File: config.mk
export PLATFORM = sky130hd
export DESIGN_NAME = f_pc_ctrl_flat
export DESIGN_NICKNAME = d
export VERILOG_FILES = /design/src/rtl/f_pc_ctrl_pkg.sv /design/src/rtl/f_pc_ctrl_if.sv /design/src/rtl/f_redir_buf.sv /design/src/rtl/f_pc_ctrl.sv /design/src/flat_wrapper.sv
export SDC_FILE = /design/constraint.sdc
export NUM_CORES = 1
export LEC_CHECK = 0
export ABC_CLOCK_PERIOD_IN_PS = 5800
export CAP_MARGIN = 20
export CORE_MARGIN = 2
export CORE_UTILIZATION = 53
export DETAILED_ROUTE_END_ITERATION = 10
export PLACE_DENSITY = 0.95
export SYNTH_ARGS = -nofsm -noshare
export SYNTH_HDL_FRONTEND = slang
export SYNTH_SLANG_ARGS = --single-unit
File: constraint.sdc
create_clock -name clk -period 5.8 [get_ports clk]
set_clock_uncertainty 0.15 [all_clocks]
set_input_delay 0.58 -clock clk [delete_from_list [all_inputs] [get_ports clk]]
set_output_delay 0.58 -clock clk [all_outputs]
set_load 0.03 [all_outputs]
File: src/rtl/f_pc_ctrl_pkg.sv
`default_nettype none
// +--------------------------------------------------------------------------+
// | f_pc_ctrl_pkg : shared types, address defaults and fetch-legality helper |
// | Rev 1.0                                                                  |
// +--------------------------------------------------------------------------+
package f_pc_ctrl_pkg;

  typedef enum logic [1:0] {
    ST_BOOT = 2'd0,
    ST_RUN  = 2'd1,
    ST_HOLD = 2'd2,
    ST_PEND = 2'd3
  } pc_state_e;

  localparam logic [31:0] DEF_RESET_PC = 32'h0000_3000;
  localparam logic [31:0] DEF_EXC_PC   = 32'h0000_4180;
  localparam logic [31:0] DEF_IM_BASE  = 32'h0000_3000;
  localparam logic [31:0] DEF_IM_LIMIT = 32'h0000_6FFC;

  // Address error: misaligned word or outside the instruction memory window.
  function automatic logic pc_adel(input logic [31:0] pc,
                                   input logic [31:0] base,
                                   input logic [31:0] limit);
    return (pc[1:0] != 2'b00) || (pc < base) || (pc > limit);
  endfunction

endpackage
`default_nettype wire

File: src/rtl/f_pc_ctrl_if.sv
`default_nettype none
// +--------------------------------------------------------------------------+
// | f_pc_ctrl_if : control inputs to and fetch outputs from the PC sequencer |
// | Rev 1.0                                                                  |
// +--------------------------------------------------------------------------+
interface f_pc_ctrl_if;
  logic        stall;
  logic        redir_valid;
  logic [31:0] redir_target;
  logic        exc_req;
  logic        eret_req;
  logic [31:0] epc;
  logic [31:0] F_PC;
  logic        F_valid;
  logic        F_adel;
  logic        pend_valid;

  modport master (
    output stall, redir_valid, redir_target, exc_req, eret_req, epc,
    input  F_PC, F_valid, F_adel, pend_valid
  );

  modport slave (
    input  stall, redir_valid, redir_target, exc_req, eret_req, epc,
    output F_PC, F_valid, F_adel, pend_valid
  );
endinterface
`default_nettype wire

File: src/rtl/f_redir_buf.sv
`default_nettype none
// +--------------------------------------------------------------------------+
// | f_redir_buf : one-entry redirect target buffer, clear beats load         |
// | Rev 1.0                                                                  |
// +--------------------------------------------------------------------------+
module f_redir_buf (
  input  logic        clk,
  input  logic        rst_n,
  input  logic        load,
  input  logic        clear,
  input  logic [31:0] din,
  output logic [31:0] dout,
  output logic        valid
);
  logic [31:0] target_q, target_d;
  logic        valid_q, valid_d;

  always_comb begin
    target_d = target_q;
    valid_d  = valid_q;
    if (clear) begin
      valid_d = 1'b0;
    end else if (load) begin
      target_d = din;
      valid_d  = 1'b1;
    end
  end

  always_ff @(posedge clk or negedge rst_n) begin
    if (!rst_n) begin
      target_q <= 32'h0;
      valid_q  <= 1'b0;
    end else begin
      target_q <= target_d;
      valid_q  <= valid_d;
    end
  end

  assign dout  = target_q;
  assign valid = valid_q;
endmodule
`default_nettype wire

File: src/rtl/f_pc_ctrl.sv
`default_nettype none
// +--------------------------------------------------------------------------+
// | f_pc_ctrl : F-stage PC sequencer (boot, sequential, redirect, stall,     |
// |             buffered redirect, optional exception entry EXC_REDIRECT_EN) |
// | Rev 1.0                                                                  |
// +--------------------------------------------------------------------------+
module f_pc_ctrl
  import f_pc_ctrl_pkg::*;
#(
  parameter logic [31:0] RESET_PC = DEF_RESET_PC,
  parameter logic [31:0] EXC_PC   = DEF_EXC_PC,
  parameter logic [31:0] IM_BASE  = DEF_IM_BASE,
  parameter logic [31:0] IM_LIMIT = DEF_IM_LIMIT
) (
  input  logic        clk,
  input  logic        reset,
  f_pc_ctrl_if.slave  pc_if
);
  pc_state_e   state_q, state_d;
  logic [31:0] f_pc_q, f_pc_d;
  logic        f_valid_q, f_valid_d;
  logic        f_adel_q, f_adel_d;
  logic        buf_load, buf_clear;
  logic [31:0] buf_dout;
  logic        buf_valid;
  logic        exc_take, eret_take;
  logic [31:0] eret_pc;

`ifdef EXC_REDIRECT_EN
  assign exc_take  = pc_if.exc_req;
  assign eret_take = pc_if.eret_req;
  assign eret_pc   = pc_if.epc;
`else
  logic unused_exc;
  assign unused_exc = ^{pc_if.exc_req, pc_if.eret_req, pc_if.epc};
  assign exc_take   = 1'b0;
  assign eret_take  = 1'b0;
  assign eret_pc    = 32'h0;
`endif

  always_comb begin
    state_d   = state_q;
    f_pc_d    = f_pc_q;
    f_valid_d = f_valid_q;
    buf_load  = 1'b0;
    buf_clear = 1'b0;
    if (state_q == ST_BOOT) begin
      f_valid_d = 1'b1;
      state_d   = ST_RUN;
    end else if (exc_take) begin
      f_pc_d    = EXC_PC;
      buf_clear = 1'b1;
      state_d   = ST_RUN;
    end else if (pc_if.stall) begin
      // A redirect seen while stalled is parked so it survives the stall.
      if (pc_if.redir_valid) begin
        buf_load = 1'b1;
        state_d  = ST_PEND;
      end else if (state_q == ST_RUN) begin
        state_d = ST_HOLD;
      end
    end else begin
      buf_clear = 1'b1;
      state_d   = ST_RUN;
      if (eret_take) begin
        f_pc_d = eret_pc;
      end else if (pc_if.redir_valid) begin
        f_pc_d = pc_if.redir_target;
      end else if (state_q == ST_PEND) begin
        f_pc_d = buf_dout;
      end else begin
        f_pc_d = f_pc_q + 32'd4;
      end
    end
    f_adel_d = pc_adel(f_pc_d, IM_BASE, IM_LIMIT);
  end

  always_ff @(posedge clk or negedge reset) begin
    if (!reset) begin
      state_q   <= ST_BOOT;
      f_pc_q    <= RESET_PC;
      f_valid_q <= 1'b0;
      f_adel_q  <= 1'b0;
    end else begin
      state_q   <= state_d;
      f_pc_q    <= f_pc_d;
      f_valid_q <= f_valid_d;
      f_adel_q  <= f_adel_d;
    end
  end

  f_redir_buf u_redir_buf (
    .clk   (clk),
    .rst_n (reset),
    .load  (buf_load),
    .clear (buf_clear),
    .din   (pc_if.redir_target),
    .dout  (buf_dout),
    .valid (buf_valid)
  );

  assign pc_if.F_PC       = f_pc_q;
  assign pc_if.F_valid    = f_valid_q;
  assign pc_if.F_adel     = f_adel_q;
  assign pc_if.pend_valid = buf_valid;
endmodule
`default_nettype wire
File: src/flat_wrapper.sv
// flat-port wrapper written by rule: the top's interface ports become plain ports
module f_pc_ctrl_flat import f_pc_ctrl_pkg::*;
#(
  parameter logic [31:0] RESET_PC = DEF_RESET_PC,
  parameter logic [31:0] EXC_PC   = DEF_EXC_PC,
  parameter logic [31:0] IM_BASE  = DEF_IM_BASE,
  parameter logic [31:0] IM_LIMIT = DEF_IM_LIMIT
)
  (clk, reset, pc_if_stall, pc_if_redir_valid, pc_if_redir_target, pc_if_exc_req, pc_if_eret_req, pc_if_epc, pc_if_F_PC, pc_if_F_valid, pc_if_F_adel, pc_if_pend_valid);
  f_pc_ctrl_if pc_if_i ();
  input  logic clk;
  input  logic reset;
  input wire logic [$bits(pc_if_i.stall)-1:0] pc_if_stall;
  input wire logic [$bits(pc_if_i.redir_valid)-1:0] pc_if_redir_valid;
  input wire logic [$bits(pc_if_i.redir_target)-1:0] pc_if_redir_target;
  input wire logic [$bits(pc_if_i.exc_req)-1:0] pc_if_exc_req;
  input wire logic [$bits(pc_if_i.eret_req)-1:0] pc_if_eret_req;
  input wire logic [$bits(pc_if_i.epc)-1:0] pc_if_epc;
  output wire logic [$bits(pc_if_i.F_PC)-1:0] pc_if_F_PC;
  output wire logic [$bits(pc_if_i.F_valid)-1:0] pc_if_F_valid;
  output wire logic [$bits(pc_if_i.F_adel)-1:0] pc_if_F_adel;
  output wire logic [$bits(pc_if_i.pend_valid)-1:0] pc_if_pend_valid;
  assign pc_if_i.stall = pc_if_stall;
  assign pc_if_i.redir_valid = pc_if_redir_valid;
  assign pc_if_i.redir_target = pc_if_redir_target;
  assign pc_if_i.exc_req = pc_if_exc_req;
  assign pc_if_i.eret_req = pc_if_eret_req;
  assign pc_if_i.epc = pc_if_epc;
  assign pc_if_F_PC = pc_if_i.F_PC;
  assign pc_if_F_valid = pc_if_i.F_valid;
  assign pc_if_F_adel = pc_if_i.F_adel;
  assign pc_if_pend_valid = pc_if_i.pend_valid;
  f_pc_ctrl #(.RESET_PC(RESET_PC), .EXC_PC(EXC_PC), .IM_BASE(IM_BASE), .IM_LIMIT(IM_LIMIT)) u_core (.clk(clk), .reset(reset), .pc_if(pc_if_i));
endmodule
== Word-level counts from Yosys, hierarchy flattened ==
Cells that the tools add are included.
Cells by class
  equality and inequality tests: 3
  $lt $le $gt $ge: 2
  add/subtract/negate cells: 1
  mux-type cells: 15
  bitwise logic cells: 1
  reduce and logical (&&, ||, !) cells: 6
Operators with widths (count)
  32-bit two-way mux: 4
  32-bit by 3-bit adder with 32-bit output (second input constant): 1
  32-bit by 15-bit greater-than comparator with 1-bit output (second input constant): 1
  32-bit by 14-bit < comparator with 1-bit output (second input constant): 1
  2-bit two-way mux: 4
  1-bit two-way mux: 7
  4-bit by 1-bit != test with 1-bit output (second input constant): 1
  2-bit nonzero test: 2
  2-bit by 1-bit == test with 1-bit output (second input constant): 1
  2-bit == test (second input constant): 1
  2-bit logical NOT: 1
  1-bit logical OR: 2
  2-bit AND reduction: 1
  1-bit inverter: 1
Word-level totals
  register bits: 69

== Depth between registers and ports, before layout ==
Gate-level depths: netlist of the first run.
  word-level depth: 8
  depth in mapped cells: 11
  mapped depth without buffers: 9

== Cells and area by module ==
Synthesis of the first run repeated with hierarchy kept, for this count alone.
Unflattened totals
  cell total of the unflattened synthesis: 439
  area, all modules: 4205.3 um2
By module, submodules not included
  f_pc_ctrl: times used 1, cells each 367, area each 2813.9 um2, seq. area each 903.4 um2
  f_redir_buf: times used 1, cells each 72, area each 1391.3 um2, seq. area each 825.8 um2

== Worst setup path before layout of the first run ==
Ideal clock, no wire load.
  path kind: reg2reg
  start point: register u_core.f_pc_q[13] (netlist: u_core.pc_if.F_PC[13])
  end point: register u_core.f_adel_q (netlist: u_core.pc_if.F_adel)
  setup time: 143 ps
  arrival time: 2768 ps
  data required time: 5507 ps
  stages on the path, launching flop included: 9
  setup slack: 2739 ps
  period minus slack after synthesis: 3061 ps
  cells stage by stage: dfstp_2 > nand4_1 > or4_1 > nor4_1 > xnor2_1 > o21ai_0 > or4_1 > nor3_1 > o2111ai_1
On the way
  word-level cells in the longest chain between the ends: 8
  elaborated cells on any way between the ends: 9
  those cells by class: 1 x add/sub; 2 x order compare; 4 x mux; 2 x reduce/logical
Ends and longest elaborated chain
  start: declaration: RTL line f_pc_ctrl.sv:20  | logic [31:0] f_pc_q, f_pc_d;
  start signal: assignment: RTL line f_pc_ctrl.sv:86  | f_pc_q <= f_pc_d;
  32-bit by 3-bit adder with 32-bit output: RTL line f_pc_ctrl.sv:72  | f_pc_d = f_pc_q + 32'd4;
  32-bit two-way mux: RTL line f_pc_ctrl.sv:69  | end else if (state_q == ST_PEND) begin
  32-bit two-way mux: RTL line f_pc_ctrl.sv:67  | end else if (pc_if.redir_valid) begin
  32-bit two-way mux: RTL line f_pc_ctrl.sv:54  | end else if (pc_if.stall) begin
  32-bit two-way mux (*): RTL line f_pc_ctrl.sv:47  | if (state_q == ST_BOOT) begin
  32-bit by 14-bit < comparator with 1-bit output: RTL line f_pc_ctrl_pkg.sv:24  | return (pc[1:0] != 2'b00) || (pc < base) || (pc > limit);
  1-bit logical OR: RTL line f_pc_ctrl_pkg.sv:24
  1-bit logical OR (*): RTL line f_pc_ctrl_pkg.sv:24
  via u_core.f_adel_d: RTL line f_pc_ctrl.sv:22  | logic f_adel_q, f_adel_d;
  end signal: assignment: RTL line f_pc_ctrl.sv:88  | f_adel_q <= f_adel_d;
  end: declaration: RTL line f_pc_ctrl.sv:22
Mark *: on every way through the listed nets, which the timed path passes. The rest lies on a longest branch.
A chain may end at the register's enable or synchronous reset.

== Worst setup path after layout of the first run ==
  start point: input pc_if_redir_valid
  end point: register u_core.f_adel_q (netlist: u_core.pc_if.F_adel)
On the way
  word-level cells in the longest chain between the ends: 6
  elaborated cells on any way between the ends: 8
  those cells by class: 2 x order compare; 3 x mux; 3 x reduce/logical
Ends and longest elaborated chain
  start: declaration: RTL line flat_wrapper.sv:14  | input wire logic [$bits(pc_if_i.redir_valid)-1:0] pc_if_redir_valid;
  32-bit two-way mux (*): RTL line f_pc_ctrl.sv:67
  32-bit two-way mux (*): RTL line f_pc_ctrl.sv:54
  32-bit two-way mux (*): RTL line f_pc_ctrl.sv:47
  32-bit by 14-bit < comparator with 1-bit output or 2-bit nonzero test (tied branches): RTL line f_pc_ctrl_pkg.sv:24
  1-bit logical OR: RTL line f_pc_ctrl_pkg.sv:24
  1-bit logical OR (*): RTL line f_pc_ctrl_pkg.sv:24
  via u_core.f_adel_d: RTL line f_pc_ctrl.sv:22
Marked as above.

==> summary.txt, run 1 <==
Final Max Tran Viols -> 0
Finished Layout Cells -> 571
CP cell instances -> clkdlybuf4s50_1, a21o_1, a21oi_1, o22ai_1, a211oi_1, nand4b_1, or4_4, nor4b_2, o2111ai_1
Post-synth EDFFs -> 0
synthesized area -> 0.00387 mm²
layout cells sized above 1 -> 0.142
final RePlAce weighted congestion -> 0.926
Worst path max stage delay -> 0.96 ns
Critical path buffers and inverters -> 1
setup TNS -> 0 ns
DP HPWL -> 7840 µm
Yosys reg bits -> 69
die area -> 0.00801 mm²
critical path fanouts, max -> 32
global-route wire length before repair -> 18100 µm
placed inst area -> 0.00463 mm²
All-Layer GR Usage -> 0.301
clk root buf -> clkbuf_8
vias in the first global route -> 3617
core area -> 0.00718 mm²
Die Ht -> 89.5 µm
Seq/Total Area, Yosys -> 0.447
fin util -> 0.675
final instance area -> 0.00484 mm²
Critical-path top delay cell -> clkdlybuf4s50_1
Final min period -> 3.83 ns
grt total ovfl -> 0
PwrDens -> 315 mW/mm²
Routed WL -> 11400 µm
Post-Place Cells -> 555
I/O Buffers -> 70
Area Overhead vs Synth -> 25.1%
Post-CTS Resized -> 0
Yosys warning count -> 0
CP delay by family, top -> compound AO/OA/AOI/OAI gates
largest net degree at the start of global routing -> 70
FP Rows -> 31
Fmax -> 0.261 GHz
drt wl/cell -> 19.9 µm
Residual DRC -> 0
final setup violation count -> 0
initial core utilization -> 0.540
Top FF cell, synth -> dfrtp_1
Worst VDD drop -> 149 µV
Synthesized Nets -> 476
Initial DRC Count -> 390
Crit path required time -> 5.84 ns
number of H-tree levels -> 3
worst relative slew slack -> 0.305
vias per cell -> 6.53
RSZ-0062 raised after global routing -> no
antenna violations before repair -> 0
Clk pin slew, worst setup/hold paths -> 0.08 ns
Clock Latency Late Sink -> 0.36 ns
io pins -> 105
min-delay worst type -> in -> async
Post CTS Setup Buffer Count -> 0
CTS tree -> yes
fin crit share -> 0.660
leak pwr -> 1.93 nW
Hold Slack -> 0.255 ns
cell count after synthesis -> 405
drt pass-1 iters -> 6
max_cap viols -> 0
worst path arrival time -> 3.87 ns
total vias in the final route -> 3730
number of library cell types mapped by synthesis -> 61
die width -> 89.5 µm
syn_area_per_cell -> 9.56 µm²
Fin. Hold Viols -> 0
CP endpoint kind -> register
diode count -> 0
Worst setup SP type -> input port
Final nets -> 538
CTS buffer count -> 9
CTS Buffer Depth -> 2
Worst Setup Path Type -> in -> reg
Least-Margin Pin Slew -> 1.04 ns
Post-CTS Hold Fix Bufs -> 0
Post-synth ARST share -> 1.00
remaining antenna violation count -> 0
clock sink total -> 69
status -> finished clean
==> worst paths after layout <==
kind	start	to	slack, ns	cells past startpoint
max in group asynchronous	reset	u_core.pc_if.F_PC[1]$_DFF_PN0_	4.63	2
hold reg to reg	u_core.u_redir_buf.dout[24]$_DFFE_PN0P_	u_core.u_redir_buf.dout[24]$_DFFE_PN0P_	0.34	2
hold / removal	reset	u_core.u_redir_buf.dout[8]$_DFFE_PN0P_	0.25	2
min in group clk	u_core.u_redir_buf.dout[24]$_DFFE_PN0P_	u_core.u_redir_buf.dout[24]$_DFFE_PN0P_	0.34	2
setup / recovery	pc_if_redir_valid	u_core.pc_if.F_adel$_DFF_PN0_	1.97	9
setup reg to reg	u_core.pc_if.F_PC[13]$_DFF_PN1_	u_core.pc_if.F_adel$_DFF_PN0_	2.16	8
==> cells in the mapped netlist, drive strengths merged, types with 2 or more instances <==
cell,instances,area share
nor3,11,0.016
xor2,8,0.018
nand3b,2,0.0039
a221oi,9,0.020
a211oi,4,0.0078
mux2i,2,0.0052
nor4b,2,0.0061
nand2b,4,0.0065
nor2,34,0.033
nand2,32,0.032
and3,17,0.027
xnor2,7,0.016
dfstp,2,0.014
a21o,3,0.0058
nand4,14,0.024
inv,6,0.0058
o21bai,3,0.0058
o22ai,4,0.0065
nor4,7,0.017
a211o,2,0.0045
o31a,2,0.0045
or4,6,0.013
o311ai,3,0.0068
a311oi,2,0.0045
mux2,31,0.090
nor3b,3,0.0058
a21oi,27,0.036
clkbuf,16,0.016
dfrtp,67,0.43
a31oi,6,0.0097
buf,8,0.012
and4,2,0.0055
o21ai,30,0.039
nand3,15,0.019
==> registers in the layout (all words and copies together) (netlist names) <==
name                      flops
u_core.u_redir_buf.dout      32
u_core.pc_if.F_adel           1
u_core.pc_if.F_PC            32
u_core.u_redir_buf.valid      1
u_core.pc_if.F_valid          1
u_core.state_q                2
==> cells in the final DEF (no fill, tap or decap), types with 5 or more instances in the layout <==
cell / count
inv_1: 6
nand4_1: 13
xor2_1: 8
clkbuf_8: 9
clkdlybuf4s50_1: 69
and3_1: 17
or4_1: 5
a31oi_1: 6
nor3_1: 10
nor2_1: 34
a221oi_1: 9
buf_4: 5
xnor2_1: 7
nand2_1: 31
nor4_1: 5
dfrtp_1: 67
a21oi_1: 26
o21ai_0: 27
nand3_1: 15
mux2_2: 31
==> final cells by class <==
cell class / instances / area, µm²
clock buffer: 10 / 128
sequential: 69 / 1730
multi-input combinational: 306 / 2020
timing repair buffer: 75 / 733
clock inverter: 6 / 87.6
tap: 99 / 124
inverter: 6 / 22.5
fill: 535 / 2330
==> routing by layer <==
metal	part of all wire	track usage
met1	0.39	0.385
met5	0	0
met3	0.094	0.0609
met4	0.043	0.170
met2	0.47	0.477
==> power by group <==
| part | internal, mW | switching [mW] |
|---|---|---|
| registers | 0.560 | 0.0971 |
| clock network | 0.242 | 0.197 |
| logic | 0.188 | 0.243 |
==> through the flow <==
step / worst slack (ns) / power (mW)
floorplan: 2.74 / 0.896
global placement: 1.82 / 1.06
detailed placement: 1.69 / 1.09
CTS: 2.06 / 1.52
global route: 1.80 / 1.58
finish: 1.97 / 1.53
==> logic make-up (layout without fill, tap and decap cells) <==
group	after synthesis	in the layout	synth area share
AOI/OAI and AO/OA	104	104	0.171
muxes	33	33	0.0953
adders and majority gates	1	1	0.00323
and+or+nand+nor	153	153	0.217
buffers and inverters	30	97	0.0330
DFF	69	69	0.447
xor gates and xnor gates	15	15	0.0339
No activity file was read; power rests on OpenSTA's default activity.
==> run 2: changes to the inputs <==
- ABC_CLOCK_PERIOD_IN_PS: 5800 -> 3700
- CORE_UTILIZATION: 53 -> 49
- PLACE_DENSITY: 0.95 -> 0.9
- clock period: 5.8 -> 3.7 ns (I/O delays scaled with it)
==> summary.txt, run 2 (synthesized netlist as in run 1, its figures left out) <==
status -> finished clean
final setup violation count -> 0
final instance area -> 0.00489 mm²
Clock Latency Late Sink -> 0.35 ns
total vias in the final route -> 3726
switching part of the total -> 0.361
vias in the first global route -> 3619
r2r endpoint -> u_core.pc_if.F_adel$_DFF_PN0_
total chip power -> 2.22 mW
Area Overhead vs Synth -> 26.3%
Finished Layout Cells -> 585
clock sink total -> 69
Die Ht -> 92.9 µm
Worst VDD drop -> 258 µV
initial core utilization -> 0.504
Worst path max stage delay -> 0.60 ns
layout cells sized above 1 -> 0.157
worst path arrival time -> 3.33 ns
Residual DRC -> 0
combinational fraction of design power -> 0.311
Routed WL -> 11500 µm
Net Sw Power -> 0.802 mW
Crit path required time -> 3.73 ns
Fmax -> 0.303 GHz
min-delay src -> u_core.pc_if.F_valid$_DFFE_PN0P_
I/O Buffers -> 70
diode count -> 0
io pins -> 105
global-route wire length before repair -> 18400 µm
clk root buf -> clkbuf_8
cell count of the worst reg-to-reg path -> 9
hold depth -> 1
antenna violations before repair -> 0
CP endpoint kind -> register
PwrDens -> 454 mW/mm²
Final nets -> 551
remaining antenna violation count -> 0
Critical path buffers and inverters -> 1
drt wl/cell -> 19.6 µm
Hold Path End -> u_core.pc_if.F_valid$_DFFE_PN0P_
die width -> 92.9 µm
grt total ovfl -> 0
most common cell after layout, fill and taps aside -> clkdlybuf4s50_1
fin crit share -> 0.891
CP delay by family, top -> simple AND/OR/NAND/NOR gates
CTS Buffer Depth -> 2
Crit Reg-Reg Startpoint -> u_core.pc_if.F_PC[20]$_DFF_PN0_
placed inst area -> 0.00473 mm²
critical path fanouts, max -> 6
final RePlAce weighted congestion -> 0.883
number of H-tree levels -> 3
CP dominant cell by count -> or4_1
Final Max Tran Viols -> 0
clock network power share -> 0.226
most frequent cells in the layout -> clkdlybuf4s50_1 (69), dfrtp_1 (67), nor2_1 (34), nand2_1 (31), mux2_2 (31)
Worst setup SP type -> register
leak pwr -> 1.97 nW
RSZ-0062 raised after global routing -> no
CP cell instances -> nand4_1, or4_1, nor4_1, buf_4, xnor2_1, o21ai_0, or4_1, nor3_1, o2111ai_1
All-Layer GR Usage -> 0.274
power share of the sequential group -> 0.463
Least-Margin Pin Slew -> 0.771 ns
Fin. Hold Viols -> 0
die area -> 0.00863 mm²
Worst Setup Path Type -> reg -> reg
CTS tree -> yes
Critical-path top delay cell -> or4_1
Post-CTS Hold Fix Bufs -> 1
Worst R2R Setup Slack -> 0.40 ns
Post-Place Cells -> 570
DP HPWL -> 8050 µm
vias per cell -> 6.37
min-delay worst type -> reg -> reg
Post-CTS Resized -> 0
Post CTS Setup Buffer Count -> 0
drt pass-1 iters -> 5
setup TNS -> 0 ns
worst relative slew slack -> 0.482
largest net degree at the start of global routing -> 34
Final min period -> 3.30 ns
Crit path depth -> 9
Cell Int Power -> 1.42 mW
CTS buffer count -> 9
Initial DRC Count -> 405
core area -> 0.00769 mm²
FP Rows -> 32
Clk pin slew, worst setup/hold paths -> 0.07 ns
max_cap viols -> 0
run 2: worst register-to-register path, stage by stage (launching register included):
cell and delay [ns]:
dfrtp_1 0.49, nand4_1 0.23, or4_1 0.60, nor4_1 0.21
buf_4 0.18, xnor2_1 0.12, o21ai_0 0.13, or4_1 0.56
nor3_1 0.27, o2111ai_1 0.19
run 2: power groups by stage:
stage               clock (mW)  sequential, mW  combinational (mW)
finish                   0.501            1.03               0.691
global route             0.533            1.04               0.737
CTS                      0.503            1.02               0.686
floorplan                    0            1.11               0.291
detailed placement           0            1.03               0.681
global placement             0            1.02               0.662
run 2: final cells by class:
type	count	area (µm²)
clock inverter	3	15.0
fill	670	2800
tap	102	128
multi-input combinational	306	2020
sequential	69	1730
timing repair buffer	88	846
inverter	6	22.5
clock buffer	11	131
run 2: per-stage QoR:
| step | utilization | setup slack [ns] | hold WS, ns |
|---|---|---|---|
| detailed placement | 0.616 | 0.399 | 0.191 |
| global route | 0.636 | 0.174 | 0.362 |
| finish | 0.636 | 0.403 | 0.337 |
| global placement | 0.616 | 0.477 | 0.173 |
| floorplan | - | 0.639 | -0.0756 |
| CTS | 0.636 | 0.442 | 0.342 |
run 2: how the worst max path moves through the flow:
stage / from / to / slack (ns)
2_1_floorplan: u_core.pc_if.F_PC[13]$_DFF_PN1_ / u_core.pc_if.F_adel$_DFF_PN0_ / 0.64
3_3_place_gp: pc_if_redir_valid / u_core.pc_if.F_adel$_DFF_PN0_ / 0.48
3_5_place_dp: pc_if_redir_valid / u_core.pc_if.F_adel$_DFF_PN0_ / 0.40
4_1_cts: u_core.pc_if.F_PC[2]$_DFF_PN0_ / u_core.pc_if.F_adel$_DFF_PN0_ / 0.44
5_1_grt: u_core.pc_if.F_PC[13]$_DFF_PN1_ / u_core.pc_if.F_adel$_DFF_PN0_ / 0.17
6_report: u_core.pc_if.F_PC[20]$_DFF_PN0_ / u_core.pc_if.F_adel$_DFF_PN0_ / 0.40
run 2: metal layers:
| metal | GRT usage | routed length [µm] |
|---|---|---|
| met1 | 0.369 | 4850 |
| met2 | 0.443 | 5380 |
| met3 | 0.0480 | 927 |
| met4 | 0.107 | 326 |
| met5 | 0 | 0 |
==> run 3: changes to the inputs <==
- ABC_CLOCK_PERIOD_IN_PS: 3700 -> default
- CTS_BUF_LIST: default -> sky130_fd_sc_hd__clkbuf_16
==> summary.txt, run 3 (synthesized netlist as in run 1, its figures left out) <==
status -> finished clean
total vias in the final route -> 3782
core area -> 0.00769 mm²
DP HPWL -> 8050 µm
final RePlAce weighted congestion -> 0.883
Crit path required time -> 3.71 ns
global-route wire length before repair -> 18600 µm
critical path fanouts, max -> 7
most common cell after layout, fill and taps aside -> clkdlybuf4s50_1
placed inst area -> 0.00473 mm²
setup slack after layout -> 0.314 ns
CP Launch Point -> u_core.pc_if.F_PC[2]$_DFF_PN0_
Hold Slack -> 0.335 ns
RSZ-0062 raised after global routing -> no
Post-CTS Resized -> 0
diode count -> 0
Least-Margin Pin Slew -> 0.762 ns
Final nets -> 551
Clock Latency Late Sink -> 0.33 ns
largest net degree at the start of global routing -> 34
remaining antenna violation count -> 0
Worst Setup Path Type -> reg -> reg
CTS Buffer Depth -> 2
All-Layer GR Usage -> 0.278
max_cap viols -> 0
io pins -> 105
die width -> 92.9 µm
setup TNS -> 0 ns
clk root buf -> clkbuf_16
Fin. Hold Viols -> 0
Post-Place Cells -> 570
Initial DRC Count -> 327
leak pwr -> 2.02 nW
final instance area -> 0.00499 mm²
Worst VDD drop -> 251 µV
Fmax -> 0.295 GHz
Clk pin slew, worst setup/hold paths -> 0.05 ns
final setup violation count -> 0
Crit Reg-Reg Startpoint -> u_core.pc_if.F_PC[2]$_DFF_PN0_
Worst setup SP type -> register
Die Ht -> 92.9 µm
most frequent cells in the layout -> clkdlybuf4s50_1 (69), dfrtp_1 (67), nor2_1 (34), nand2_1 (31), mux2_2 (31)
number of H-tree levels -> 3
CTS buffer count -> 9
CTS tree -> yes
antenna violations before repair -> 0
drt wl/cell -> 19.9 µm
worst path arrival time -> 3.39 ns
drt pass-1 iters -> 5
CP endpoint kind -> register
total chip power -> 2.46 mW
clock sink total -> 69
I/O Buffers -> 70
fin crit share -> 0.915
worst relative slew slack -> 0.488
fin util -> 0.649
min-delay worst type -> reg -> reg
vias per cell -> 6.46
layout cells sized above 1 -> 0.157
PwrDens -> 492 mW/mm²
min-delay src -> u_core.pc_if.F_valid$_DFFE_PN0P_
Residual DRC -> 0
Final Max Tran Viols -> 0
dpl ws -> 0.399 ns
die area -> 0.00863 mm²
Final min period -> 3.39 ns
initial core utilization -> 0.504
grt total ovfl -> 0
vias in the first global route -> 3634
Routed WL -> 11600 µm
FP Rows -> 32
Area Overhead vs Synth -> 28.9%
Finished Layout Cells -> 585
[run 3: final timing paths]
path                                                           end  slack (ns)  cells past startpoint
max                                  u_core.pc_if.F_adel$_DFF_PN0_        0.31                      8
min                               u_core.pc_if.F_valid$_DFFE_PN0P_        0.34                      1
max reg2reg                          u_core.pc_if.F_adel$_DFF_PN0_        0.31                      8
min reg2reg                       u_core.pc_if.F_valid$_DFFE_PN0P_        0.34                      1
max in group asynchronous          u_core.pc_if.F_PC[15]$_DFF_PN0_        2.22                      3
min in group asynchronous  u_core.u_redir_buf.dout[30]$_DFFE_PN0P_        0.36                      2
[run 3: critical path, cell delays in order (launching register included)]
cell and delay [ns]:
dfrtp_1 0.49, ha_1 0.27, nand3_1 0.14, nor3_2 0.40
nor4b_1 0.46, a311oi_1 0.21, or4_1 0.56, nor3_1 0.30
o2111ai_1 0.22
[run 3: where the power goes]
part | switching (mW) | internal, mW
Combinational | 0.386 | 0.307
Sequential | 0.149 | 0.880
Clock | 0.298 | 0.436
[run 3: area by class of cell]
| cell class | instances | area [µm²] |
|---|---|---|
| repair buffers | 88 | 846 |
| clock inverters | 5 | 22.5 |
| fillers | 649 | 2700 |
| flip-flops and latches | 69 | 1730 |
| clock buffers | 9 | 225 |
| inverters | 6 | 22.5 |
| multi-input cells | 306 | 2020 |
| well taps | 102 | 128 |
[run 3: metal layers]
layer,track usage,up-vias,routed length [µm]
met2,0.454,217,5590
met3,0.0488,40,982
met5,0,-,0
met1,0.366,1850,4720
li1,-,1675,-
met4,0.118,0,325
[run 3: repair_timing]
action | CTS | global route
setup buffers | 0 | 0
endpoints found under the hold margin | 17 | 0
hold buffers | 1 | 0
